### src/rtl/wbvio_debug_regs_pkg.sv
// wbvio_debug_regs_pkg
//   Shared definitions for the Wishbone debug register window.
//   Contents:
//     - word offsets (adr[4:2]) of every register in the window
//     - CTRL strobe bit indices and STATUS field positions
//     - default identification constant
//     - FSM state type
package wbvio_debug_regs_pkg;

  // Word offsets, compared against adr_i[4:2]
  localparam logic [2:0] DBG_ID       = 3'd0;
  localparam logic [2:0] DBG_SCRATCH  = 3'd1;
  localparam logic [2:0] DBG_SEL      = 3'd2;
  localparam logic [2:0] DBG_CTRL     = 3'd3;
  localparam logic [2:0] DBG_SNAPSHOT = 3'd4;
  localparam logic [2:0] DBG_STATUS   = 3'd5;
  localparam logic [2:0] DBG_ACCCNT   = 3'd6;

  // CTRL strobe bits
  localparam int CTRL_SNAP_BIT = 0;
  localparam int CTRL_CLR_BIT  = 1;

  // STATUS fields
  localparam int STATUS_PEND_BIT   = 0;
  localparam int STATUS_ERRCNT_LSB = 8;

  localparam logic [31:0] DEFAULT_ID_VALUE = 32'h5334_4442;

  typedef enum logic {
    ST_IDLE = 1'b0,
    ST_TERM = 1'b1
  } state_t;

endpackage

### src/rtl/wbvio_debug_regs.sv
// wbvio_debug_regs
//   Wishbone classic responder exposing a 32-byte debug register window
//   (ID, scratch, debug select, cycle counter snapshot, status, access
//   counter). Every accepted access is answered one cycle later with
//   exactly one registered termination (ack/err/rty) lasting one cycle.
// Ports:
//   clk_i        Wishbone clock
//   rst_n_i      asynchronous active-low reset
//   cyc_i/stb_i  cycle / strobe
//   we_i         write enable
//   adr_i[19:0]  byte address, [1:0] ignored
//   dat_i[31:0]  write data
//   dat_o[31:0]  read data, valid while ack_o is high
//   ack_o/err_o/rty_o  terminations
//   debug_sel_o[3:0]   debug multiplexer select
module wbvio_debug_regs
  import wbvio_debug_regs_pkg::*;
#(
  parameter logic [19:0] BASE_ADR    = 20'h00000,
  parameter logic [31:0] ID_VALUE    = DEFAULT_ID_VALUE,
  parameter int unsigned SNAP_CYCLES = 4
) (
  input  logic        clk_i,
  input  logic        rst_n_i,
  input  logic        cyc_i,
  input  logic        stb_i,
  input  logic        we_i,
  input  logic [19:0] adr_i,
  input  logic [31:0] dat_i,
  output logic [31:0] dat_o,
  output logic        ack_o,
  output logic        err_o,
  output logic        rty_o,
  output logic [3:0]  debug_sel_o
);

  localparam logic [3:0] SNAP_LOAD = 4'(SNAP_CYCLES);

  state_t      state_reg, state_next;
  logic [31:0] scratch_reg;
  logic [3:0]  sel_reg;
  logic [31:0] cyc_cnt_reg;
  logic [31:0] snapshot_reg;
  logic [3:0]  snap_cnt_reg;
  logic [7:0]  err_cnt_reg;
  logic [31:0] acc_cnt_reg;

  logic        ack_next, err_next, rty_next;
  logic [31:0] rdata_next;
  logic        wr_scratch, wr_sel, ctrl_snap, ctrl_clr;
  logic        hit, pending;
  logic [2:0]  offset;
  logic [31:0] status_word;

  // Byte-lane bits of the address carry no information for word registers.
  logic unused_adr_bits;
  assign unused_adr_bits = ^adr_i[1:0];

  assign hit     = (adr_i[19:5] == BASE_ADR[19:5]);
  assign offset  = adr_i[4:2];
  assign pending = (snap_cnt_reg != 4'd0);

  always_comb begin
    status_word = 32'd0;
    status_word[STATUS_PEND_BIT] = pending;
    status_word[STATUS_ERRCNT_LSB +: 8] = err_cnt_reg;
  end

  // Decode and next-state. Terminations are only produced from IDLE, so the
  // registered outputs fall back to zero in the TERM cycle.
  always_comb begin
    state_next = state_reg;
    ack_next   = 1'b0;
    err_next   = 1'b0;
    rty_next   = 1'b0;
    rdata_next = 32'd0;
    wr_scratch = 1'b0;
    wr_sel     = 1'b0;
    ctrl_snap  = 1'b0;
    ctrl_clr   = 1'b0;
    case (state_reg)
      ST_IDLE: begin
        if (cyc_i && stb_i) begin
          state_next = ST_TERM;
          if (!hit) begin
            err_next = 1'b1;
          end else begin
            case (offset)
              DBG_ID: begin
                if (we_i) err_next = 1'b1;
                else begin
                  ack_next   = 1'b1;
                  rdata_next = ID_VALUE;
                end
              end
              DBG_SCRATCH: begin
                ack_next = 1'b1;
                if (we_i) wr_scratch = 1'b1;
                else      rdata_next = scratch_reg;
              end
              DBG_SEL: begin
                ack_next = 1'b1;
                if (we_i) wr_sel = 1'b1;
                else      rdata_next = {28'd0, sel_reg};
              end
              DBG_CTRL: begin
                // A second snapshot request while one is pending is retried
                // so the captured value cannot be overwritten unseen.
                if (we_i && dat_i[CTRL_SNAP_BIT] && pending) begin
                  rty_next = 1'b1;
                end else begin
                  ack_next = 1'b1;
                  if (we_i) begin
                    ctrl_snap = dat_i[CTRL_SNAP_BIT];
                    ctrl_clr  = dat_i[CTRL_CLR_BIT];
                  end
                end
              end
              DBG_SNAPSHOT: begin
                if (we_i)         err_next = 1'b1;
                else if (pending) rty_next = 1'b1;
                else begin
                  ack_next   = 1'b1;
                  rdata_next = snapshot_reg;
                end
              end
              DBG_STATUS: begin
                if (we_i) err_next = 1'b1;
                else begin
                  ack_next   = 1'b1;
                  rdata_next = status_word;
                end
              end
              DBG_ACCCNT: begin
                if (we_i) err_next = 1'b1;
                else begin
                  ack_next   = 1'b1;
                  rdata_next = acc_cnt_reg;
                end
              end
              default: err_next = 1'b1;
            endcase
          end
        end
      end
      ST_TERM: state_next = ST_IDLE;
      default: state_next = ST_IDLE;
    endcase
  end

  // Bus FSM and terminations
  always_ff @(posedge clk_i or negedge rst_n_i) begin
    if (!rst_n_i) begin
      state_reg <= ST_IDLE;
      ack_o     <= 1'b0;
      err_o     <= 1'b0;
      rty_o     <= 1'b0;
      dat_o     <= 32'd0;
    end else begin
      state_reg <= state_next;
      ack_o     <= ack_next;
      err_o     <= err_next;
      rty_o     <= rty_next;
      dat_o     <= rdata_next;
    end
  end

  // Read/write registers
  always_ff @(posedge clk_i or negedge rst_n_i) begin
    if (!rst_n_i) begin
      scratch_reg <= 32'd0;
      sel_reg     <= 4'd0;
    end else begin
      if (wr_scratch) scratch_reg <= dat_i;
      if (wr_sel)     sel_reg     <= dat_i[3:0];
    end
  end

  assign debug_sel_o = sel_reg;

  // Cycle counter and snapshot. With both CTRL bits set the clear wins, so
  // the snapshot records zero rather than the old count.
  always_ff @(posedge clk_i or negedge rst_n_i) begin
    if (!rst_n_i) begin
      cyc_cnt_reg  <= 32'd0;
      snapshot_reg <= 32'd0;
      snap_cnt_reg <= 4'd0;
    end else begin
      cyc_cnt_reg <= ctrl_clr ? 32'd0 : cyc_cnt_reg + 32'd1;
      if (ctrl_snap) begin
        snapshot_reg <= ctrl_clr ? 32'd0 : cyc_cnt_reg;
        snap_cnt_reg <= SNAP_LOAD;
      end else if (pending) begin
        snap_cnt_reg <= snap_cnt_reg - 4'd1;
      end
    end
  end

  // Access and error counters
  always_ff @(posedge clk_i or negedge rst_n_i) begin
    if (!rst_n_i) begin
      err_cnt_reg <= 8'd0;
      acc_cnt_reg <= 32'd0;
    end else begin
      if (ack_next) acc_cnt_reg <= acc_cnt_reg + 32'd1;
      if (err_next && err_cnt_reg != 8'd255) err_cnt_reg <= err_cnt_reg + 8'd1;
    end
  end

endmodule

### config.mk
export PLATFORM = sky130hd
export DESIGN_NAME = wbvio_debug_regs
export DESIGN_NICKNAME = d
export VERILOG_FILES = /design/src/rtl/wbvio_debug_regs_pkg.sv /design/src/rtl/wbvio_debug_regs.sv
export SDC_FILE = /design/constraint.sdc
export NUM_CORES = 1
export LEC_CHECK = 0
export ABC_AREA = 0
export CAP_MARGIN = 20
export CORE_MARGIN = 2
export CORE_UTILIZATION = 50
export CTS_CLUSTER_DIAMETER = 50
export CTS_CLUSTER_SIZE = 20
export DETAILED_ROUTE_END_ITERATION = 7
export PLACE_DENSITY = 0.73
export RECOVER_POWER = 25
export REMOVE_ABC_BUFFERS = 1
export SYNTH_ARGS = -nofsm -noshare
export SYNTH_HDL_FRONTEND = slang
export SYNTH_SLANG_ARGS = --single-unit
### constraint.sdc
create_clock -name clk_i -period 2.4 [get_ports clk_i]
set_input_delay 0.6 -clock clk_i [delete_from_list [all_inputs] [get_ports clk_i]]
set_output_delay 0.6 -clock clk_i [all_outputs]
set_load 0.01 [all_outputs]
==> results of run 1 <==
==> critical path, cell delays in order (launching register included) <==
cell     delay (ns)
dfrtp_1        0.41
inv_1          0.09
ha_1           0.18
or3b_4         0.43
a22oi_2        0.17
nand4_1        0.19
buf_12         0.24
nor4_2         0.34
xor2_1         0.17
==> final cells by class <==
class	count	area, um^2	share of cell area
multi-input combinational	515	3418	0.3346
clock inverter	11	128.9	0.01261
tap	216	270.3	0.02645
clock buffer	19	452.9	0.04433
inverter	14	52.55	0.005143
sequential	180	4504	0.4409
timing repair buffer	137	1390	0.1361
==> power by group <==
part           switching (mW)  total, mW  internal (mW)
clock network            1.15       2.73           1.58
registers               0.104       3.22           3.12
logic                   0.285      0.570          0.285
total                    1.54       6.53           4.98
==> kinds of logic after synthesis <==
kind of cell	after synthesis	share of synthesized area
multiplexers	38	0.05244
buffers and inverters	59	0.03082
adder cells (fa/ha/maj)	5	0.007666
flip-flops	180	0.5520
XOR/XNOR	62	0.06654
AO/OA/AOI/OAI	109	0.09414
AND/OR/NAND/NOR	301	0.1964
==> routing by layer <==
metal | up-vias | wire [um] | GRT usage | share of wire
li1 | 2876 | - | - | -
met1 | 3116 | 8441 | 0.3132 | 0.43
met2 | 195 | 9741 | 0.3918 | 0.49
met3 | 34 | 1065 | 0.04268 | 0.054
met4 | 0 | 522 | 0.09541 | 0.026
met5 | - | 0 | 0 | 0
==> layout by cell type (no fill, tap or decap), drive strengths merged, types with 8 or more instances in the layout <==
cell type and n:
dfrtp 180, nand2 97, clkdlybuf4s50 92, nor2 64, xor2 45, buf 43, o21ai 41, mux2 38
nand3 31, a222oi 20, clkbuf 20, nor4 19, nand4 18, xnor2 17, nor3 17, inv 16
a21oi 14, nand2b 12, and3 11, a22oi 11, and4 10, or3 8, a22o 8
==> final timing paths <==
| kind | cells after the start | startpoint | to |
|---|---|---|---|
| worst max-delay path | 8 | snap_cnt_reg[0]$_DFFE_PN0P_ | acc_cnt_reg[28]$_DFFE_PN0P_ |
| worst min-delay path | 2 | snapshot_reg[11]$_DFFE_PN0P_ | snapshot_reg[11]$_DFFE_PN0P_ |
| worst max register to register | 8 | snap_cnt_reg[0]$_DFFE_PN0P_ | acc_cnt_reg[28]$_DFFE_PN0P_ |
| worst min register to register | 2 | snapshot_reg[11]$_DFFE_PN0P_ | snapshot_reg[11]$_DFFE_PN0P_ |
| max in group asynchronous | 2 | rst_n_i | snapshot_reg[24]$_DFFE_PN0P_ |
| min in group asynchronous | 1 | rst_n_i | snap_cnt_reg[3]$_DFFE_PN0P_ |
==> per-stage QoR <==
stage | utilization | std cells | hold WS [ns] | instance area, um^2
6_report | 0.6409 | 1092 | 0.4884 | 10220
5_1_grt | 0.6409 | 1092 | 0.4958 | 10220
4_1_cts | 0.6417 | 1092 | 0.07064 | 10230
3_5_place_dp | 0.6052 | 1062 | 0.4735 | 9649
3_3_place_gp | 0.6052 | 1062 | 0.4637 | 9649
2_1_floorplan | - | 709 | 0.3044 | 7961
==> metrics.cfg, run 1 <==
[run_status]
outcome = finished with violations
violations = max-capacitance violations, max-slew violations

[timing]
skew_ns = 0.004450
tightest_slew_ns = 1.679
grt_setup_unrepaired = false
fin_ws_ns = 0.08939
tns_ns = 0
slew_violations = 37
max_slew_margin = -0.1193
setup_viol = 0
hold_viol_final = 0
fin_crit_ns = 2.311
max_freq_mhz = 432.8
min_period_over_period = 0.9628

[clock_network]
cts_resized = 0
tritoncts = done
cts_made_buffers = 17
postCtsSetupRepairBufs = 0
htreeDepth = 4
clk_latency_ns = 0.43
ctsHoldBuffers = 0
cts_root_buf = clkbuf_16
clock_path_buffers = 2
clock_sinks = 180
cts.clk_slew.worst_paths_ns = 0.06

[drt]
viasPerCell = 5.697
vias = 6221
ant_nets = 0
totalWireLength_mm = 19.77
first_pass_iters = 7
drc = 0
post_drt_wl_per_cell_um = 18.10
dr.first_iter.drc_count = 469

[floorplanning]
die_w_um = 131.8
io_pins = 96
die_h_um = 131.8
std_cell_rows = 46
initial_utilization = 0.5119
core-area_um2 = 15940
die_area_um2 = 17360

[placed_design]
portBuffers = 93
hpwl_mm = 14.01
dp_slack_ns = -0.2831
gp_congestion = 0.9063

[logic_synthesis]
synth_top_area_frac = 0.5520
ys_ff_latch = 180
ys_top_cells_by_area = dfrtp_1 55%, mux2_2 5.0%, xor2_1 4.8%
yosysMostFrequentCell = dfrtp_1
syn_inst = 754
dominantRegCellSynth = dfrtp_1
netlist_top_cells_count = 180 x dfrtp_1, 95 x nand2_1, 64 x nor2_1, 45 x xor2_1, 41 x o21ai_0
yosysUniqueCellTypes = 50
synth_area_per_cell_um2 = 10.82
synth_edf_count = 0
yosysWarnings = 0
synth_area_um2 = 8160
async_flop_share = 1.000
yosysSeqAreaShare = 0.5520
post-synth-top-area-cell = dfrtp_1

[critical_path]
crit_type = reg2reg
arrival_ns = 2.66
cp-end-kind = flip-flop
cp.required_ns = 2.75
cp-start-kind = flip-flop
crit_path_max_fanout = 29
r2r_slack_ns = 0.09

[pwr]
p_per_area_nw_per_um2 = 638.8
peakVddDrop_mv = 0.5683
finalPower_mw = 6.527
power.leakage_nw = 4.582

[global_routing]
grt_pass1_vias = 6422
grt_max_degree = 68
grt.overflow.total = 0
grt_pass1_wl_mm = 32.71
antenna_found_initial = 0
grt_use_total = 0.2373

[cells_and_area]
area_delta_synth_final_pct = 25.21
n_antenna_cell = 0
nFillCells = 1227
fin_nets = 927
drive_gt1_frac = 0.1587

[hold_path]
hold_path.class = reg2reg

[flow_run]
drv_cap = 1

(Power assumes the default switching activity.)
==> inputs of run 2 (changes only) <==
--- a/config.mk
+++ b/config.mk
@@ -7,11 +7,11 @@
 export LEC_CHECK = 0
 export ABC_AREA = 0
 export CAP_MARGIN = 20
-export CORE_MARGIN = 2
 export CORE_UTILIZATION = 50
 export CTS_CLUSTER_DIAMETER = 50
 export CTS_CLUSTER_SIZE = 20
 export DETAILED_ROUTE_END_ITERATION = 7
+export GPL_TIMING_DRIVEN = 1
 export PLACE_DENSITY = 0.73
 export RECOVER_POWER = 25
 export REMOVE_ABC_BUFFERS = 1
==> metrics.cfg, run 2 (same netlist as run 1, synthesis figures left out) <==
[cells_and_area]
final_cell_mix = 180 x dfrtp_1, 95 x nand2_1, 92 x clkdlybuf4s50_1  ; unchanged
layout_commonest_cell = dfrtp_1  ; unchanged
nFillCells = 1217  ; was 1,227
n_antenna_cell = 0  ; unchanged
multi_input_area_um2 = 3436  ; was 3418 um^2
regArea_um2 = 4504  ; unchanged
area_delta_synth_final_pct = 25.93  ; was 25.21%
drive_gt1_frac = 0.1598  ; was 0.1587
final_util = 0.6469  ; was 0.6409
fin_nets = 928  ; was 927

[clock_network]
cts.clk_slew.worst_paths_ns = 0.07  ; was 0.06 ns
clock_sinks = 180  ; unchanged
cts_made_buffers = 17  ; unchanged
clk_latency_ns = 0.43  ; about the same
clock_path_buffers = 2  ; unchanged
htreeDepth = 4  ; unchanged
tritoncts = done  ; unchanged
cts_root_buf = clkbuf_16  ; unchanged

[critical_path]
cp-end-kind = flip-flop  ; unchanged
path_buf_inv = 3  ; was 2
crit_path_cell_trace = inv_1 > ha_1 > or3b_4 > a22oi_2 > nand4_1 > buf_4 > buf_12 > nor4_4 > xor2_1  ; was inv_1 > ha_1 > or3b_4 > a22oi_2 > nand4_1 > buf_12 > nor4_2 > xor2_1
cp-start-kind = flip-flop  ; unchanged
crit_path_max_fanout = 15  ; was 29
cpPeakStageDelay_ns = 0.43  ; about the same
cp.required_ns = 2.74  ; was 2.75 ns
arrival_ns = 2.67  ; was 2.66 ns
critPathSlowestCell = or3b_4  ; unchanged
critPathTopFamily = simple AND/OR/NAND/NOR gates  ; unchanged
crit_type = reg2reg  ; unchanged

[placed_design]
portBuffers = 93  ; unchanged
dp_slack_ns = -0.2935  ; was -0.2831 ns
gp_congestion = 0.8789  ; was 0.9063
hpwl_mm = 13.72  ; was 14.01 mm

[flow_run]
drv_cap = 0  ; was 1

[pwr]
power.leakage_nw = 4.649  ; was 4.582 nW
netSwitchingPower_mw = 1.494  ; was 1.542 mW
seqPwrFrac = 0.476  ; was 0.494
p_clk_frac = 0.440  ; was 0.419
finalPower_mw = 6.772  ; was 6.527 mW
peakVddDrop_mv = 0.5561  ; was 0.5683 mV
p_int_mw = 5.278  ; was 4.985 mW
p_per_area_nw_per_um2 = 659.0  ; was 638.8 nW/um^2
switching_share = 0.2206  ; was 0.2362
pwr-share-comb = 0.084  ; was 0.087

[floorplanning]
std_cell_rows = 46  ; unchanged
initial_utilization = 0.5137  ; was 0.5119
die_w_um = 129.8  ; was 131.8 um
io_pins = 96  ; unchanged
core-area_um2 = 15890  ; was 15,940 um^2
die_h_um = 129.8  ; was 131.8 um
die_area_um2 = 16840  ; was 17,360 um^2

[timing]
max_slew_margin = 0.1724  ; was -0.1193
min_period_over_period = 0.9722  ; was 0.9628
setup_viol = 0  ; unchanged
max_freq_mhz = 428.6  ; was 432.8 MHz
slew_violations = 0  ; was 37
fin_ws_ns = 0.06663  ; was 0.08939 ns
fin_crit_ns = 2.333  ; was 2.311 ns
fin_hold_ws_ns = 0.4245  ; was 0.4884 ns
hold_viol_final = 0  ; unchanged
skew_ns = 0.009898  ; was 0.004450 ns
tightest_slew_ns = 1.241  ; was 1.679 ns

[drt]
viasPerCell = 5.766  ; was 5.697
post_drt_wl_per_cell_um = 18.11  ; was 18.10 um
vias = 6296  ; was 6,221
ant_nets = 0  ; unchanged
dr.first_iter.drc_count = 587  ; was 469
first_pass_iters = 5  ; was 7
totalWireLength_mm = 19.78  ; was 19.77 mm
drc = 0  ; unchanged

[global_routing]
grt.overflow.total = 0  ; unchanged
grt_pass1_vias = 6290  ; was 6,422
grt_pass1_wl_mm = 31.73  ; was 32.71 mm
grt_use_total = 0.2467  ; was 0.2373
antenna_found_initial = 0  ; unchanged
grt_max_degree = 68  ; unchanged

[run_status]
outcome = finished clean  ; was finished with violations

[hold_path]
hold_path.class = in2async  ; was reg2reg

run 2: cell types whose count changed in the layout (fill, tap and decap cells not counted), sizes merged:
cell | before | now
clkinvlp | 5 | 0
clkbuf | 20 | 23
dlygate4sd2 | 1 | 0
buf | 43 | 42
clkinv | 2 | 4
bufinv | 2 | 5
inv | 16 | 15
run 2: per-stage QoR:
step / setup TNS, ns / std cells / area [um^2]
2_1_floorplan: -86.77 / 709 / 7961
3_3_place_gp: -11.01 / 1061 / 9617
3_5_place_dp: -16.84 / 1061 / 9617
4_1_cts: 0 / 1090 / 10250
5_1_grt: -0.05234 / 1092 / 10280
6_report: 0 / 1092 / 10280
run 2: worst paths after layout:
| check | startpoint | to | slack [ns] | cells past startpoint |
|---|---|---|---|---|
| setup / recovery | snap_cnt_reg[0]$_DFFE_PN0P_ | acc_cnt_reg[19]$_DFFE_PN0P_ | 0.07 | 9 |
| hold / removal | rst_n_i | dat_o[31]$_DFF_PN0_ | 0.42 | 1 |
| setup reg to reg | snap_cnt_reg[0]$_DFFE_PN0P_ | acc_cnt_reg[19]$_DFFE_PN0P_ | 0.07 | 9 |
| hold reg to reg | snapshot_reg[11]$_DFFE_PN0P_ | snapshot_reg[11]$_DFFE_PN0P_ | 0.48 | 2 |
| max in group asynchronous | rst_n_i | snapshot_reg[0]$_DFFE_PN0P_ | 0.49 | 2 |
| min in group clk_i | snapshot_reg[11]$_DFFE_PN0P_ | snapshot_reg[11]$_DFFE_PN0P_ | 0.48 | 2 |
run 2: timing repair:
action / in CTS / in global routing
setup endpoints to repair: 0 / 4
hold buffers: 0 / 0
gates resized for setup: 0 / 3
buffers inserted: 0 / 1
run 2: layout make-up:
cell class                 instances  area share
sequential                       180      0.4383
multi-input combinational        515      0.3343
timing repair buffer             138      0.1344
clock buffer                      19     0.04408
tap                              216     0.02630
clock inverter                    10     0.01741
inverter                          14    0.005114
run 2: metal layers:
layer,global-route usage,share of wire,vias up
met4,0.09166,0.023,0
met2,0.4086,0.50,194
met1,0.3211,0.41,3186
met5,0,0,-
met3,0.05166,0.064,36
li1,-,-,2880
run 2: power groups by stage:
stage	registers [mW]	clock network [mW]	logic [mW]
3_5_place_dp	3.27	0	0.569
3_3_place_gp	3.26	0	0.544
5_1_grt	3.24	3.14	0.631
2_1_floorplan	3.25	0	0.273
4_1_cts	3.22	3.02	0.575
6_report	3.23	2.98	0.566
